--- src/rtl/apb_wb_arbiter_if.sv ---
// Bundle of the two-requester request/response side and the APB master side
// of the arbiter. The master modport is the arbiter's view of the bundle.
interface apb_wb_arbiter_if #(
    parameter int ADDR_W = 32,
    parameter int DATA_W = 32
);
    logic [1:0]            req;
    logic [1:0]            req_write;
    logic [1:0]            req_prot;
    logic [2*ADDR_W-1:0]   req_addr;
    logic [2*DATA_W-1:0]   req_wdata;
    logic [2*DATA_W/8-1:0] req_strb;
    logic [1:0]            done;
    logic [DATA_W-1:0]     rsp_rdata;
    logic                  rsp_err;

    logic [ADDR_W-1:0]     PADDR;
    logic                  PPROT;
    logic                  PSEL;
    logic                  PENABLE;
    logic                  PWRITE;
    logic [DATA_W-1:0]     PWDATA;
    logic [DATA_W/8-1:0]   PSTRB;
    logic                  PREADY;
    logic [DATA_W-1:0]     PRDATA;
    logic                  PSLVERR;

    modport master (
        input  req, req_write, req_prot, req_addr, req_wdata, req_strb,
        output done, rsp_rdata, rsp_err,
        output PADDR, PPROT, PSEL, PENABLE, PWRITE, PWDATA, PSTRB,
        input  PREADY, PRDATA, PSLVERR
    );

    modport slave (
        output req, req_write, req_prot, req_addr, req_wdata, req_strb,
        input  done, rsp_rdata, rsp_err,
        input  PADDR, PPROT, PSEL, PENABLE, PWRITE, PWDATA, PSTRB,
        output PREADY, PRDATA, PSLVERR
    );
endinterface

--- src/rtl/apb_wb_arbiter.sv ---
// Round-robin arbiter granting one of two requesters onto a single APB
// master port, with optional ACCESS-phase timeout; all outputs registered.
module apb_wb_arbiter #(
    parameter int ADDR_W  = 32,
    parameter int DATA_W  = 32,
    parameter int TIMEOUT = 16
) (
    input  logic PCLK,
    input  logic PRESETn,
    apb_wb_arbiter_if.master bus
);
    localparam int STRB_W = DATA_W / 8;
    localparam int CNT_W  = (TIMEOUT > 0) ? $clog2(TIMEOUT + 1) : 1;
    localparam logic [CNT_W-1:0] CNT_LAST = CNT_W'((TIMEOUT > 0) ? TIMEOUT - 1 : 0);

    typedef enum logic [1:0] {IDLE, SETUP, ACCESS, DONE} state_t;

    state_t              state_q, state_d;
    logic                gnt_q, gnt_d;
    logic [CNT_W-1:0]    cnt_q, cnt_d;
    logic [ADDR_W-1:0]   paddr_q, paddr_d;
    logic                pprot_q, pprot_d;
    logic                psel_q, psel_d;
    logic                penable_q, penable_d;
    logic                pwrite_q, pwrite_d;
    logic [DATA_W-1:0]   pwdata_q, pwdata_d;
    logic [STRB_W-1:0]   pstrb_q, pstrb_d;
    logic [1:0]          done_q, done_d;
    logic [DATA_W-1:0]   rdata_q, rdata_d;
    logic                err_q, err_d;
    logic                to_hit;

    // Abort fires on the ACCESS cycle that would bring the count up to TIMEOUT.
    assign to_hit = (TIMEOUT != 0) && (cnt_q == CNT_LAST);

    always_comb begin
        state_d   = state_q;
        gnt_d     = gnt_q;
        cnt_d     = cnt_q;
        paddr_d   = paddr_q;
        pprot_d   = pprot_q;
        psel_d    = psel_q;
        penable_d = penable_q;
        pwrite_d  = pwrite_q;
        pwdata_d  = pwdata_q;
        pstrb_d   = pstrb_q;
        done_d    = 2'b00;
        rdata_d   = rdata_q;
        err_d     = err_q;

        case (state_q)
            IDLE: begin
                rdata_d = '0;
                err_d   = 1'b0;
                if (|bus.req) begin
                    // gnt_q doubles as last_grant: on contention pick the other one.
                    gnt_d    = (bus.req == 2'b11) ? ~gnt_q : bus.req[1];
                    paddr_d  = gnt_d ? bus.req_addr[2*ADDR_W-1:ADDR_W]  : bus.req_addr[ADDR_W-1:0];
                    pwdata_d = gnt_d ? bus.req_wdata[2*DATA_W-1:DATA_W] : bus.req_wdata[DATA_W-1:0];
                    pstrb_d  = gnt_d ? bus.req_strb[2*STRB_W-1:STRB_W]  : bus.req_strb[STRB_W-1:0];
                    pwrite_d = gnt_d ? bus.req_write[1] : bus.req_write[0];
                    pprot_d  = gnt_d ? bus.req_prot[1]  : bus.req_prot[0];
                    psel_d   = 1'b1;
                    state_d  = SETUP;
                end
            end
            SETUP: begin
                penable_d = 1'b1;
                cnt_d     = '0;
                state_d   = ACCESS;
            end
            ACCESS: begin
                if (bus.PREADY) begin
                    psel_d    = 1'b0;
                    penable_d = 1'b0;
                    rdata_d   = pwrite_q ? '0 : bus.PRDATA;
                    err_d     = bus.PSLVERR;
                    done_d    = gnt_q ? 2'b10 : 2'b01;
                    state_d   = DONE;
                end else begin
                    if (cnt_q != '1) begin
                        cnt_d = cnt_q + 1'b1;
                    end
                    if (to_hit) begin
                        psel_d    = 1'b0;
                        penable_d = 1'b0;
                        rdata_d   = '0;
                        err_d     = 1'b1;
                        done_d    = gnt_q ? 2'b10 : 2'b01;
                        state_d   = DONE;
                    end
                end
            end
            DONE: begin
                rdata_d = '0;
                err_d   = 1'b0;
                state_d = IDLE;
            end
            default: state_d = IDLE;
        endcase
    end

    // last_grant resets to requester 1 so requester 0 wins the first contention.
    always_ff @(posedge PCLK or negedge PRESETn) begin
        if (!PRESETn) begin
            state_q   <= IDLE;
            gnt_q     <= 1'b1;
            cnt_q     <= '0;
            paddr_q   <= '0;
            pprot_q   <= 1'b0;
            psel_q    <= 1'b0;
            penable_q <= 1'b0;
            pwrite_q  <= 1'b0;
            pwdata_q  <= '0;
            pstrb_q   <= '0;
            done_q    <= 2'b00;
            rdata_q   <= '0;
            err_q     <= 1'b0;
        end else begin
            state_q   <= state_d;
            gnt_q     <= gnt_d;
            cnt_q     <= cnt_d;
            paddr_q   <= paddr_d;
            pprot_q   <= pprot_d;
            psel_q    <= psel_d;
            penable_q <= penable_d;
            pwrite_q  <= pwrite_d;
            pwdata_q  <= pwdata_d;
            pstrb_q   <= pstrb_d;
            done_q    <= done_d;
            rdata_q   <= rdata_d;
            err_q     <= err_d;
        end
    end

    assign bus.PADDR     = paddr_q;
    assign bus.PPROT     = pprot_q;
    assign bus.PSEL      = psel_q;
    assign bus.PENABLE   = penable_q;
    assign bus.PWRITE    = pwrite_q;
    assign bus.PWDATA    = pwdata_q;
    assign bus.PSTRB     = pstrb_q;
    assign bus.done      = done_q;
    assign bus.rsp_rdata = rdata_q;
    assign bus.rsp_err   = err_q;
endmodule

--- src/flat_wrapper.sv ---
// flat-port wrapper written by rule: the top's interface ports become plain ports
module apb_wb_arbiter_flat 
#(
    parameter int ADDR_W  = 32,
    parameter int DATA_W  = 32,
    parameter int TIMEOUT = 16
)
  (PCLK, PRESETn, bus_req, bus_req_write, bus_req_prot, bus_req_addr, bus_req_wdata, bus_req_strb, bus_done, bus_rsp_rdata, bus_rsp_err, bus_PADDR, bus_PPROT, bus_PSEL, bus_PENABLE, bus_PWRITE, bus_PWDATA, bus_PSTRB, bus_PREADY, bus_PRDATA, bus_PSLVERR);
  apb_wb_arbiter_if #(.ADDR_W(ADDR_W), .DATA_W(DATA_W)) bus_i ();
  input  logic PCLK;
  input  logic PRESETn;
  input wire logic [$bits(bus_i.req)-1:0] bus_req;
  input wire logic [$bits(bus_i.req_write)-1:0] bus_req_write;
  input wire logic [$bits(bus_i.req_prot)-1:0] bus_req_prot;
  input wire logic [$bits(bus_i.req_addr)-1:0] bus_req_addr;
  input wire logic [$bits(bus_i.req_wdata)-1:0] bus_req_wdata;
  input wire logic [$bits(bus_i.req_strb)-1:0] bus_req_strb;
  output wire logic [$bits(bus_i.done)-1:0] bus_done;
  output wire logic [$bits(bus_i.rsp_rdata)-1:0] bus_rsp_rdata;
  output wire logic [$bits(bus_i.rsp_err)-1:0] bus_rsp_err;
  output wire logic [$bits(bus_i.PADDR)-1:0] bus_PADDR;
  output wire logic [$bits(bus_i.PPROT)-1:0] bus_PPROT;
  output wire logic [$bits(bus_i.PSEL)-1:0] bus_PSEL;
  output wire logic [$bits(bus_i.PENABLE)-1:0] bus_PENABLE;
  output wire logic [$bits(bus_i.PWRITE)-1:0] bus_PWRITE;
  output wire logic [$bits(bus_i.PWDATA)-1:0] bus_PWDATA;
  output wire logic [$bits(bus_i.PSTRB)-1:0] bus_PSTRB;
  input wire logic [$bits(bus_i.PREADY)-1:0] bus_PREADY;
  input wire logic [$bits(bus_i.PRDATA)-1:0] bus_PRDATA;
  input wire logic [$bits(bus_i.PSLVERR)-1:0] bus_PSLVERR;
  assign bus_i.req = bus_req;
  assign bus_i.req_write = bus_req_write;
  assign bus_i.req_prot = bus_req_prot;
  assign bus_i.req_addr = bus_req_addr;
  assign bus_i.req_wdata = bus_req_wdata;
  assign bus_i.req_strb = bus_req_strb;
  assign bus_done = bus_i.done;
  assign bus_rsp_rdata = bus_i.rsp_rdata;
  assign bus_rsp_err = bus_i.rsp_err;
  assign bus_PADDR = bus_i.PADDR;
  assign bus_PPROT = bus_i.PPROT;
  assign bus_PSEL = bus_i.PSEL;
  assign bus_PENABLE = bus_i.PENABLE;
  assign bus_PWRITE = bus_i.PWRITE;
  assign bus_PWDATA = bus_i.PWDATA;
  assign bus_PSTRB = bus_i.PSTRB;
  assign bus_i.PREADY = bus_PREADY;
  assign bus_i.PRDATA = bus_PRDATA;
  assign bus_i.PSLVERR = bus_PSLVERR;
  apb_wb_arbiter #(.ADDR_W(ADDR_W), .DATA_W(DATA_W), .TIMEOUT(TIMEOUT)) u_core (.PCLK(PCLK), .PRESETn(PRESETn), .bus(bus_i));
endmodule
--- config.mk ---
export PLATFORM = sky130hd
export DESIGN_NAME = apb_wb_arbiter_flat
export DESIGN_NICKNAME = d
export VERILOG_FILES = /design/src/rtl/apb_wb_arbiter_if.sv /design/src/rtl/apb_wb_arbiter.sv /design/src/flat_wrapper.sv
export SDC_FILE = /design/constraint.sdc
export NUM_CORES = 1
export LEC_CHECK = 0
export BUFFER_PORTS_ARGS = -buffer_cell sky130_fd_sc_hd__buf_2
export CAP_MARGIN = 20
export CELL_PAD_IN_SITES_DETAIL_PLACEMENT = 0
export CELL_PAD_IN_SITES_GLOBAL_PLACEMENT = 1
export CORE_MARGIN = 5
export CORE_UTILIZATION = 34
export CTS_CLUSTER_DIAMETER = 80
export DETAILED_ROUTE_END_ITERATION = 6
export PLACE_DENSITY_LB_ADDON = 0.1
export SYNTH_ARGS = -nofsm -noshare
export SYNTH_HDL_FRONTEND = slang
export SYNTH_SLANG_ARGS = --single-unit
--- constraint.sdc ---
create_clock -name PCLK -period 3 [get_ports PCLK]
set_input_delay 0 -clock PCLK [delete_from_list [all_inputs] [get_ports PCLK]]
set_output_delay 0 -clock PCLK [all_outputs]
set_load 0.02 [all_outputs]
After elaboration in Yosys (flattened, before gate mapping)

Index checks and enable logic that the tools add are counted.

Bitwise gates (word level): 1
Magnitude comparators: 0
Divide/modulo/power cells: 0
Mux-type cells: 29
Equal/unequal tests: 10
Reductions and logical operators: 12
$add $sub $neg: 1
Shifts and indexed selects: 0
Multiply operators: 0

Operators with widths:

| cell                | count |
|---|---|
| $mux 32             | 5 |
| $pmux 32 s2         | 1 |
| $mux 2              | 7 |
| $mux 5              | 2 |
| $pmux 5 s2          | 1 |
| $mux 1              | 8 |
| $pmux 2 s4          | 1 |
| $reduce_and 2->1    | 4 |
| $eq 2x2->1 const B  | 3 |
| $pmux 1 s2          | 3 |
| $reduce_and 3->1    | 2 |
| $reduce_bool 2->1   | 3 |
| $add 5x1->5 const B | 1 |
| $eq 5x4->1 const B  | 1 |
| $ne 5x5->1 const B  | 1 |
| $mux 4              | 1 |
| $ne 2x1->1 const B  | 2 |
| $reduce_or 2->1     | 2 |
| $ne 3x2->1 const B  | 1 |
| $eq 2x1->1 const B  | 1 |
| $logic_not 2->1     | 1 |
| $ne 2x2->1 const B  | 1 |
| $not 1->1           | 1 |

Memories kept: 0
Input bits: 178
Memory bits (writable): 0
ROM bits: 0
Latch bits: 0
Register bits after elaboration: 115
Word-level logic and storage cells: 66

Depth between registers and ports, before layout

Gate-level depths: netlist (run 1).

Depth after elaboration: 4
Mapped depth: 8
Mapped depth without buffers: 6

Worst setup path after synthesis (run 1)

Ideal clock, no wire load.

Kind: reg-to-reg
Start point: register u_core.cnt_q[0]
End point: register u_core.cnt_q[3]
Cell stages (with the launch flop): 7
Setup time: 124 ps
Arrival: 1689 ps
Data required time: 2876 ps
Path buffers: 0
Clock period less this slack: 1813 ps
Slack: 1187 ps
Path through: dfrtp_1 > ha_1 > and3_1 > ha_1 > or2_1 > o211a_1 > a211o_1

Longest elaborated chain between the ends: 4
Elaborated cells on any way between the ends: 7
Those cells by class: add/sub (1); eq/ne (2); mux (3); reduce/logical (1)

RTL lines:

| element                | RTL line              | RTL |
|---|---|---|
| start, declared        | apb_wb_arbiter.sv:20  | `logic [CNT_W-1:0] cnt_q, cnt_d;` |
| start signal, assigned | apb_wb_arbiter.sv:122 | `cnt_q <= cnt_d;` |
| $add 5x1->5            | apb_wb_arbiter.sv:82  | `cnt_d = cnt_q + 1'b1;` |
| $mux 5                 | apb_wb_arbiter.sv:81  | `if (cnt_q != '1) begin` |
| $mux 5                 | apb_wb_arbiter.sv:73  | `if (bus.PREADY) begin` |
| $pmux 5 s2             | apb_wb_arbiter.sv:51  | `case (state_q)` |

Several ways; a longest one is shown, not always the timed one. The select of a mux whose other input is x is not followed.
A chain may end at the register's enable or synchronous reset.

Worst setup path in the final report (run 1)

Start point: register u_core.state_q[0]
End point: register u_core.pwdata_q[29] (netlist: u_core.bus.PWDATA[29])

Longest elaborated chain between the ends: 2

RTL lines:

| element                           | RTL line              | RTL |
|---|---|---|
| start, declared                   | apb_wb_arbiter.sv:18  | `state_t state_q, state_d;` |
| start signal, assigned            | apb_wb_arbiter.sv:120 | `state_q <= state_d;` |
| $logic_not 2->1                   | apb_wb_arbiter.sv:51  |  |
| $reduce_and 2->1 (no source line) | --                    |  |
| end signal, assigned              | apb_wb_arbiter.sv:128 | `pwdata_q <= pwdata_d;` |
| end, declared                     | apb_wb_arbiter.sv:26  | `logic [DATA_W-1:0] pwdata_q, pwdata_d;` |

No other way between the ends.

==> results of run 1 <==
registers in the layout, indices dropped and copies added, names as in the netlist:
signal / count
u_core.bus.PADDR: 32
u_core.bus.PWDATA: 32
u_core.bus.rsp_rdata: 32
u_core.cnt_q: 5
u_core.bus.PSTRB: 4
u_core.bus.done: 2
u_core.state_q: 2
u_core.bus.PENABLE: 1
u_core.bus.PPROT: 1
u_core.bus.PSEL: 1
u_core.bus.PWRITE: 1
u_core.bus.rsp_err: 1
u_core.gnt_q: 1
cells by family (layout without fill, tap and decap cells):
| kind of cell | after synthesis | count (layout) | share of synthesized area |
|---|---|---|---|
| adder cells (fa/ha/maj) | 6 | 6 | 0.0144 |
| AND/OR/NAND/NOR | 265 | 265 | 0.201 |
| flip-flops | 115 | 115 | 0.554 |
| buffers and inverters | 55 | 509 | 0.0532 |
| AO/OA/AOI/OAI | 156 | 156 | 0.175 |
| multiplexers | 1 | 1 | 0.00193 |
through the flow:
stage	area (um^2)	util	setup WS (ns)	hold WS (ns)	power [uW]
floorplan	5200	-	1.19	-0.296	4820
global placement	6730	0.446	0.982	0.0468	5960
detailed placement	6730	0.446	0.901	0.0560	6030
CTS	9030	0.599	0.551	0.0151	8900
global route	9030	0.599	0.320	0.0668	9500
finish	9030	0.599	0.510	0.0335	8870
tightest hold or removal path, delay by kind of cell:
family                 cells  cell delay, ns
AOI/OAI and AO/OA          2            0.20
buffers and inverters      2            0.21
Yosys cell counts:
library cell  instances
nand4_1               2
nand4b_1              1
o22ai_1               1
or2_1                 1
a21bo_2               1
a2bb2oi_1             1
and3b_1               1
nand2_1             178
buf_4                 5
a31oi_1              71
nor3b_4               1
o22a_1                1
o21ai_1              30
a211o_1               1
inv_1                 9
dfstp_2               1
o21ai_0              40
nor4_1                1
ha_1                  6
o21a_1                1
a21boi_2              1
buf_6                 1
a21oi_1               3
buf_2                35
a21o_1                1
nor2_1               74
dfrtp_1             114
clkbuf_1              5
o211ai_1              2
nand3_1               3
o211a_1               1
or2_4                 1
nand3b_1              1
o311ai_0              1
mux2i_1               1
and3_1                1
power by group through the flow:
stage / Sequential, uW / Combinational [uW] / Clock, uW
6_report: 2580 / 4450 / 1830
5_1_grt: 2670 / 4870 / 1960
4_1_cts: 2580 / 4440 / 1880
3_5_place_dp: 2600 / 3440 / 0
3_3_place_gp: 2570 / 3390 / 0
2_1_floorplan: 3320 / 1490 / 0
path summary, 6_finish.rpt:
kind | end | slack (ns) | cells past startpoint
worst max-delay path | u_core.bus.PWDATA[29] | 0.51 | 7
worst max register to register | u_core.bus.PWDATA[29] | 0.51 | 7
max in group asynchronous | u_core.gnt_q | 2.04 | 3
min in group asynchronous | u_core.bus.rsp_rdata[20] | 0.14 | 2
worst min-delay path | u_core.bus.rsp_err | 0.03 | 4
worst min register to register | u_core.bus.rsp_rdata[26] | 0.51 | 2
final cells by class:
type,count,area share
repair buffers,470,0.364
well taps,188,0.0260
clock inverters,5,0.00277
multi-input cells,428,0.228
inverters,9,0.00374
clock buffers,25,0.0571
flip-flops and latches,115,0.319
metal layers:
metal	wire [um]	global-route usage
met4	480	0.0880
met2	9140	0.358
met3	1510	0.0748
met1	7970	0.255
met5	13	0
==> impl_results.md, run 1 <==
* Status: complete, no violations
* Worst-Skew Late Latency at 0.41 ns
* Gate power share at 0.502
* Area Growth Syn to Fin at 73.8%
* Most frequent cells in the layout: buf_2, nand2_1, dlygate4sd3_1
* Fillers at 1,353
* Most common cell after layout, fill and taps aside: buf_2
* Post-DRT Antenna Nets at 0
* WP buf/inv at 3
* Sw Ratio at 0.393
* Cell area after synthesis at 5200 um^2
* Power Dens Cells at 982 nW/um^2
* Port Buf Inserts at 284
* First-pass GRT wire length at 30,800 um
* Vias per inst at 4.78
* Num rows at 45
* Final setup fails at 0
* DRC Markers at 0
* ANT cells at 0
* Initial DRC count at 246
* Drt wl/cell at 15.4 um
* Final wirelength at 19,100 um
* Max clock buf depth at 2
* Critical Path AT at 2.83 ns
* Final min period at 2.49 ns
* Number of global-route vias before repair at 6,153
* Critical Path, Cell by Cell: inv_1 > ha_1 > o21a_4 > buf_4 > nor2_1 > a31oi_1 > dlygate4sd3_1
* P_leak at 0.00439 uW
* Clock-pin slew on the worst setup and hold paths at 0.05 ns
* Clock power share at 0.207
* Yosys warns at 0
* GR Util All Layers at 0.215
* Rel. slew slack at 0.495
* Sequential share of power at 0.291
* Register Area at 2880 um^2
* Top-area cell type share of the netlist area at 0.549
* Hold_sp: bus_PREADY
* Final non-filler cell total at 1,240
* Slew Viols, Final at 0
* Grt total ovfl at 0
* Cts bufs inserted at 17
* Delay-heaviest family, CP: buffers and inverters
* Syn_area_per_cell at 8.69 um^2
* Tightest Hold Check Type: in -> reg
* Placer Congestion at 0.794
* Critical path launch point type: flip-flop
* Core region area at 15,100 um^2
* Initial antenna violation count at 1
* Initial Util at 0.344
* Design internal power at 5380 uW
* Final HPWL DP at 12,700 um
* RSZ-0062 raised after global routing: false
* Die Ht at 134 um
* H-tree depth at 4
* Leading area contributor after synthesis: dfrtp_1
* Crit path max fanout at 35
* CP max-delay cell: dlygate4sd3_1
* Worst setup EP type: flip-flop
* Area contributors post-synth: dfrtp_1, nand2_1, a31oi_1, nor2_1, o21ai_0
* Vias at 5,924
* Pre-antenna DRT Iters at 5
* Largest stage delay, worst path at 0.58 ns
* Worst setup path start: u_core.state_q[0]
* Register bit total from synthesis at 115
* Crit share post-route at 0.830
* Post-Syn Nets at 782
* Yosys cell types at 36
* Peak supply drop at 0.430 mV
* Req. time, crit path at 3.34 ns
* Max cap viols at 0
* Setup TNS at 0 ns
* Die area at 17,900 um^2
* Pin count of the biggest net entering global routing at 72
* Final setup skew at 0.00571 ns
* I/O pins at 285
* Reg-to-Reg Start: u_core.state_q[0]
* Share of post-route cells with drive strength above 1 at 0.312
* Nets at 1,225
* Hold_buf cts at 176
* Least-Margin Pin Slew at 0.757 ns
* Clock root buffer: clkbuf_16
* PostCTS Resize Cnt at 0
* Final hold violations at 0
* Critical path type: reg -> reg
* Sequential area share after synthesis at 0.554
* Switching pwr at 3480 uW
* Die X at 134 um
* Post-CTS setup buffer count at 0
* Peak Freq at 0.402 GHz
* Cells after Synth at 598
* Dpl cells at 1,034
* Sink Count at 115
* Multi-input gate area at 2060 um^2
* CTS tree: yes
Power figures use the tool's default switching activity.
==> run 2: changes to the inputs <==
--- a/config.mk
+++ b/config.mk
@@ -10,7 +10,7 @@
 export CELL_PAD_IN_SITES_DETAIL_PLACEMENT = 0
 export CELL_PAD_IN_SITES_GLOBAL_PLACEMENT = 1
 export CORE_MARGIN = 5
-export CORE_UTILIZATION = 34
+export CORE_UTILIZATION = 31
 export CTS_CLUSTER_DIAMETER = 80
 export DETAILED_ROUTE_END_ITERATION = 6
 export PLACE_DENSITY_LB_ADDON = 0.1
==> constraint.sdc (replaced) <==
create_clock -name PCLK -period 2.5 [get_ports PCLK]
set_input_delay 0 -clock PCLK [delete_from_list [all_inputs] [get_ports PCLK]]
set_output_delay 0 -clock PCLK [all_outputs]
set_load 0.02 [all_outputs]
==> run 2 against run 1 <==
Sequential share of layout area shrank 0.53 points. Count of clock-buffer cells in the layout shrank 4. Non-clock buffer count grew 3. Clock power grew 39%. Maximum frequency grew 15%. Critical endpoint is now u_core.bus.PWDATA[8]. Largest cell class unchanged.
==> impl_results.md, run 2 (synthesis gave the netlist of run 1 again) <==
* Rel. slew slack at 0.309
* Worst-Skew Late Latency at 0.41 ns
* Sequential share of power at 0.281
* Critical Path AT at 2.51 ns
* Pre-antenna DRT Iters at 5
* Power Total at 11,000 uW
* Post-DRT Antenna Nets at 0
* PostCTS Resize Cnt at 0
* Share of post-route cells with drive strength above 1 at 0.313
* Max clock buf depth at 2
* Worst setup path start: u_core.state_q[0]
* Crit share post-route at 0.866
* Hold slack final at 0.0240 ns
* Vias per inst at 4.60
* Least-Margin Pin Slew at 1.04 ns
* Pin count of the biggest net entering global routing at 79
* Final min period at 2.16 ns
* Clock power share at 0.233
* Setup TNS at 0 ns
* Post-CTS setup buffer count at 0
* Peak supply drop at 0.497 mV
* Final wirelength at 18,500 um
* Die area at 19,500 um^2
* First-pass GRT wire length at 29,900 um
* Slew Viols, Final at 0
* Area Growth Syn to Fin at 76.7%
* P_leak at 0.00443 uW
* DRC Markers at 0
* Fillers at 1,548
* Final hold violations at 0
* Sink Count at 115
* Critical path type: reg -> reg
* Final HPWL DP at 12,500 um
* Gate power share at 0.486
* Most frequent cells in the layout: buf_2, nand2_1, dlygate4sd3_1
* Status: complete, no violations
* Design internal power at 6790 uW
* Peak Freq at 0.462 GHz
* RSZ-0062 raised after global routing: false
* Final setup fails at 0
* H-tree depth at 4
* Die X at 139 um
* ANT cells at 0
* GR Util All Layers at 0.187
* Clock root buffer: clkbuf_16
* Nets at 1,228
* Switching pwr at 4180 uW
* Hold_buf cts at 177
* Core region area at 16,500 um^2
* Num rows at 47
* Critical path launch point type: flip-flop
* Crit path max fanout at 78
* Vias at 5,874
* Number of global-route vias before repair at 6,202
* Die Ht at 139 um
* Sw Ratio at 0.381
* Most common cell after layout, fill and taps aside: buf_2
* Grt total ovfl at 0
* Tightest Hold Check Type: in -> reg
* Worst setup EP type: flip-flop
* CTS tree: yes
* Clock-pin slew on the worst setup and hold paths at 0.05 ns
* Power Dens Cells at 1190 nW/um^2
* Reg2reg setup slack at 0.34 ns
* Req. time, crit path at 2.84 ns
* Final setup skew at 0.00829 ns
* Port Buf Inserts at 284
* Drt wl/cell at 14.5 um
* Initial Util at 0.315
* Initial antenna violation count at 0
* Hold_sp: bus_PREADY
* Initial DRC count at 196
* I/O pins at 285
* Cts bufs inserted at 17
* Reg-to-Reg Start: u_core.state_q[0]
* Placer Congestion at 0.772
* Max cap viols at 0
## run 2: cell count changes in the layout (fill, tap and decap cells not counted), sizes merged
cell	previous run	this run
bufinv	0	4
clkbuf	25	21
buf	294	296
clkinvlp	0	1
dlygate4sd3	176	177
## run 2: worst max-delay path, cell delays in order, from the launching register on
cell and delay, ns:
dfrtp_1 0.39, inv_1 0.09, ha_1 0.29, o21a_4 0.20, buf_12 0.28, nor2_1 0.07
a31oi_1 0.16, dlygate4sd3_1 0.58
## run 2: path summary, 6_finish.rpt
check / cells past startpoint / end
max: 7 / u_core.bus.PWDATA[8]
min: 4 / u_core.bus.rsp_err
max reg2reg: 7 / u_core.bus.PWDATA[8]
min reg2reg: 2 / u_core.bus.PENABLE
max in group asynchronous: 3 / u_core.bus.rsp_rdata[20]
min in group asynchronous: 3 / u_core.bus.PWDATA[6]
## run 2: per-layer routing
layer	share of wire	vias to the layer above	track usage
met1	0.40	2748	0.211
met5	0	-	0
met3	0.080	32	0.0727
li1	-	2907	-
met2	0.50	187	0.320
met4	0.024	0	0.0726
## run 2: metrics by stage
stage | setup WS, ns | utilization | cells | cell area, um^2
floorplan | 0.687 | - | 598 | 5200
global placement | 0.418 | 0.411 | 1068 | 6800
detailed placement | 0.374 | 0.411 | 1068 | 6800
CTS | 0.347 | 0.556 | 1276 | 9190
global route | 0.196 | 0.556 | 1276 | 9190
finish | 0.335 | 0.556 | 1276 | 9190
## run 2: final cells by class
type	instances	area [um^2]	area share
clock buffer	21	460	0.0501
timing repair buffer	473	3320	0.362
sequential	115	2880	0.313
multi-input combinational	428	2060	0.224
clock inverter	10	156	0.0170
tap	220	275	0.0300
inverter	9	33.8	0.00368
## run 2: power groups by stage
stage	Sequential [uW]	Clock, uW	Combinational [uW]
2_1_floorplan	3990	0	1790
3_3_place_gp	3080	0	4080
3_5_place_dp	3100	0	4130
4_1_cts	3090	2620	5340
5_1_grt	3180	2690	5830
6_report	3080	2550	5330
==> run 3: changes to the inputs <==
==> constraint.sdc (replaced) <==
create_clock -name PCLK -period 2.1 [get_ports PCLK]
set_input_delay 0 -clock PCLK [delete_from_list [all_inputs] [get_ports PCLK]]
set_output_delay 0 -clock PCLK [all_outputs]
set_load 0.02 [all_outputs]
==> run 3 against run 2 <==
Non-clock buffer count is 1 higher. Combinational power is 3% higher. Register-to-register slack worse by 0.23 ns. Sequential share of layout area is 0.051 points lower. Critical path type unchanged. Largest cell class unchanged. Largest power group unchanged. Highest routed layer unchanged.
==> impl_results.md, run 3 (synthesis gave the netlist of run 1 again) <==
* Final HPWL DP at 12,500 um
* Initial DRC count at 259
* Vias per inst at 4.62
* Core region area at 16,500 um^2
* Register Area at 2880 um^2
* CP most frequent cell: ha_1
* Reg2reg setup slack at 0.11 ns
* Die area at 19,500 um^2
* Initial antenna violation count at 1
* Port Buf Inserts at 284
* Pre-CTS setup slack at 0.0949 ns
* Clock root buffer: clkbuf_16
* I/O pins at 285
* Fillers at 1,501
* Peak supply drop at 0.573 mV
* Reg-to-Reg Start: u_core.cnt_q[0]
* CTS tree: yes
* Share of post-route cells with drive strength above 1 at 0.316
* Power Dens Cells at 1310 nW/um^2
* DRC Markers at 0
* Tightest Hold Check Type: in -> reg
* Placer Congestion at 0.779
* Number of global-route vias before repair at 6,158
* Final setup skew at 0.00960 ns
* Critical path launch point type: flip-flop
* Final hold violations at 0
* Least-Margin Pin Slew at 0.625 ns
* Drt wl/cell at 15.4 um
* Status: complete, no violations
* Worst setup path start: u_core.cnt_q[0]
* Req. time, crit path at 2.38 ns
* GR Util All Layers at 0.196
* Rel. slew slack at 0.583
* Vias at 5,924
* Sink Count at 115
* Largest stage delay, worst path at 0.40 ns
* Pin count of the biggest net entering global routing at 116
* Worst setup EP type: flip-flop
* P_leak at 0.00446 uW
* Power Total at 12,000 uW
* Initial Util at 0.315
* Crit share post-route at 0.948
* Critical Path, Cell by Cell: ha_1 > and3_1 > ha_1 > nor3b_4 > buf_4 > a21oi_1 > o22a_1
* Nets at 1,231
* Pre-antenna DRT Iters at 4
* Area Growth Syn to Fin at 77.0%
* Final setup fails at 0
* Multi-input gate area at 2080 um^2
* Most frequent cells in the layout: buf_2, nand2_1, dlygate4sd3_1
* Final min period at 1.99 ns
* Critical path type: reg -> reg
* Peak Freq at 0.502 GHz
* Critical Path AT at 2.27 ns
* Post-layout util at 0.557
* Clock-pin slew on the worst setup and hold paths at 0.05 ns
* Slew Viols, Final at 0
* Max clock buf depth at 2
* Num rows at 47
* Worst-Skew Late Latency at 0.41 ns
* Crit path max fanout at 11
* Post-DRT Antenna Nets at 0
* First-pass GRT wire length at 31,000 um
* Grt total ovfl at 0
* Max cap viols at 0
* Final wirelength at 19,700 um
* CP max-delay cell: dfrtp_1
* Hold_sp: bus_PREADY
* Post-route setup slack at 0.110 ns
* Most common cell after layout, fill and taps aside: buf_2
* Die X at 139 um
* Cts bufs inserted at 17
* H-tree depth at 4
* Die Ht at 139 um
## run 3: layout make-up
class | count | share of cell area
clock buffer | 21 | 0.0500
tap | 220 | 0.0299
multi-input combinational | 430 | 0.226
antenna | 2 | 0.000544
sequential | 115 | 0.313
clock inverter | 10 | 0.0144
timing repair buffer | 474 | 0.363
inverter | 9 | 0.00367
## run 3: timing repair
action	CTS	global route
setup endpoints to repair	0	13
hold buffers	176	0
buffers inserted	0	0
gates resized for setup	0	3
endpoints found under the hold margin	218	0
## run 3: metal layers
metal | routed length (um) | vias up | GRT usage
met2 | 9850 | 209 | 0.333
met3 | 1460 | 42 | 0.0693
met5 | 0 | - | 0
met4 | 578 | 0 | 0.0829
li1 | - | 2917 | -
met1 | 7820 | 2756 | 0.223
## run 3: per-stage QoR
stage	hold slack (ns)	TNS (ns)	cell area, um^2	instances
6_report	0.0268	0	9200	1281
2_1_floorplan	-0.296	0	5200	598
5_1_grt	0.0613	-0.00799	9200	1280
3_5_place_dp	0.153	0	6810	1070
4_1_cts	0.0212	0	9170	1277
3_3_place_gp	0.153	0	6810	1070
## run 3: worst max-delay path, delay by kind of cell (launching register included)
kind	cells	cell delay, ns
fa+ha+maj	2	0.49
simple gates	2	0.45
flops	1	0.40
compound gates	2	0.31
buf+inv	1	0.21
## run 3: worst paths after layout
| check | end | cells after the start |
|---|---|---|
| max in group asynchronous | u_core.bus.PSTRB[2] | 3 |
| hold reg to reg | u_core.bus.PENABLE | 2 |
| setup reg to reg | u_core.state_q[0] | 7 |
| hold / removal | u_core.bus.rsp_err | 4 |
| setup / recovery | u_core.state_q[0] | 7 |
| min in group asynchronous | u_core.bus.rsp_rdata[18] | 3 |
## run 3: power breakdown
| group | total, uW | internal [uW] | switching, uW |
|---|---|---|---|
| registers | 3670 | 3170 | 500 |
| logic | 5470 | 2070 | 3410 |
| clock network | 2910 | 1910 | 997 |
| total | 12000 | 7150 | 4900 |
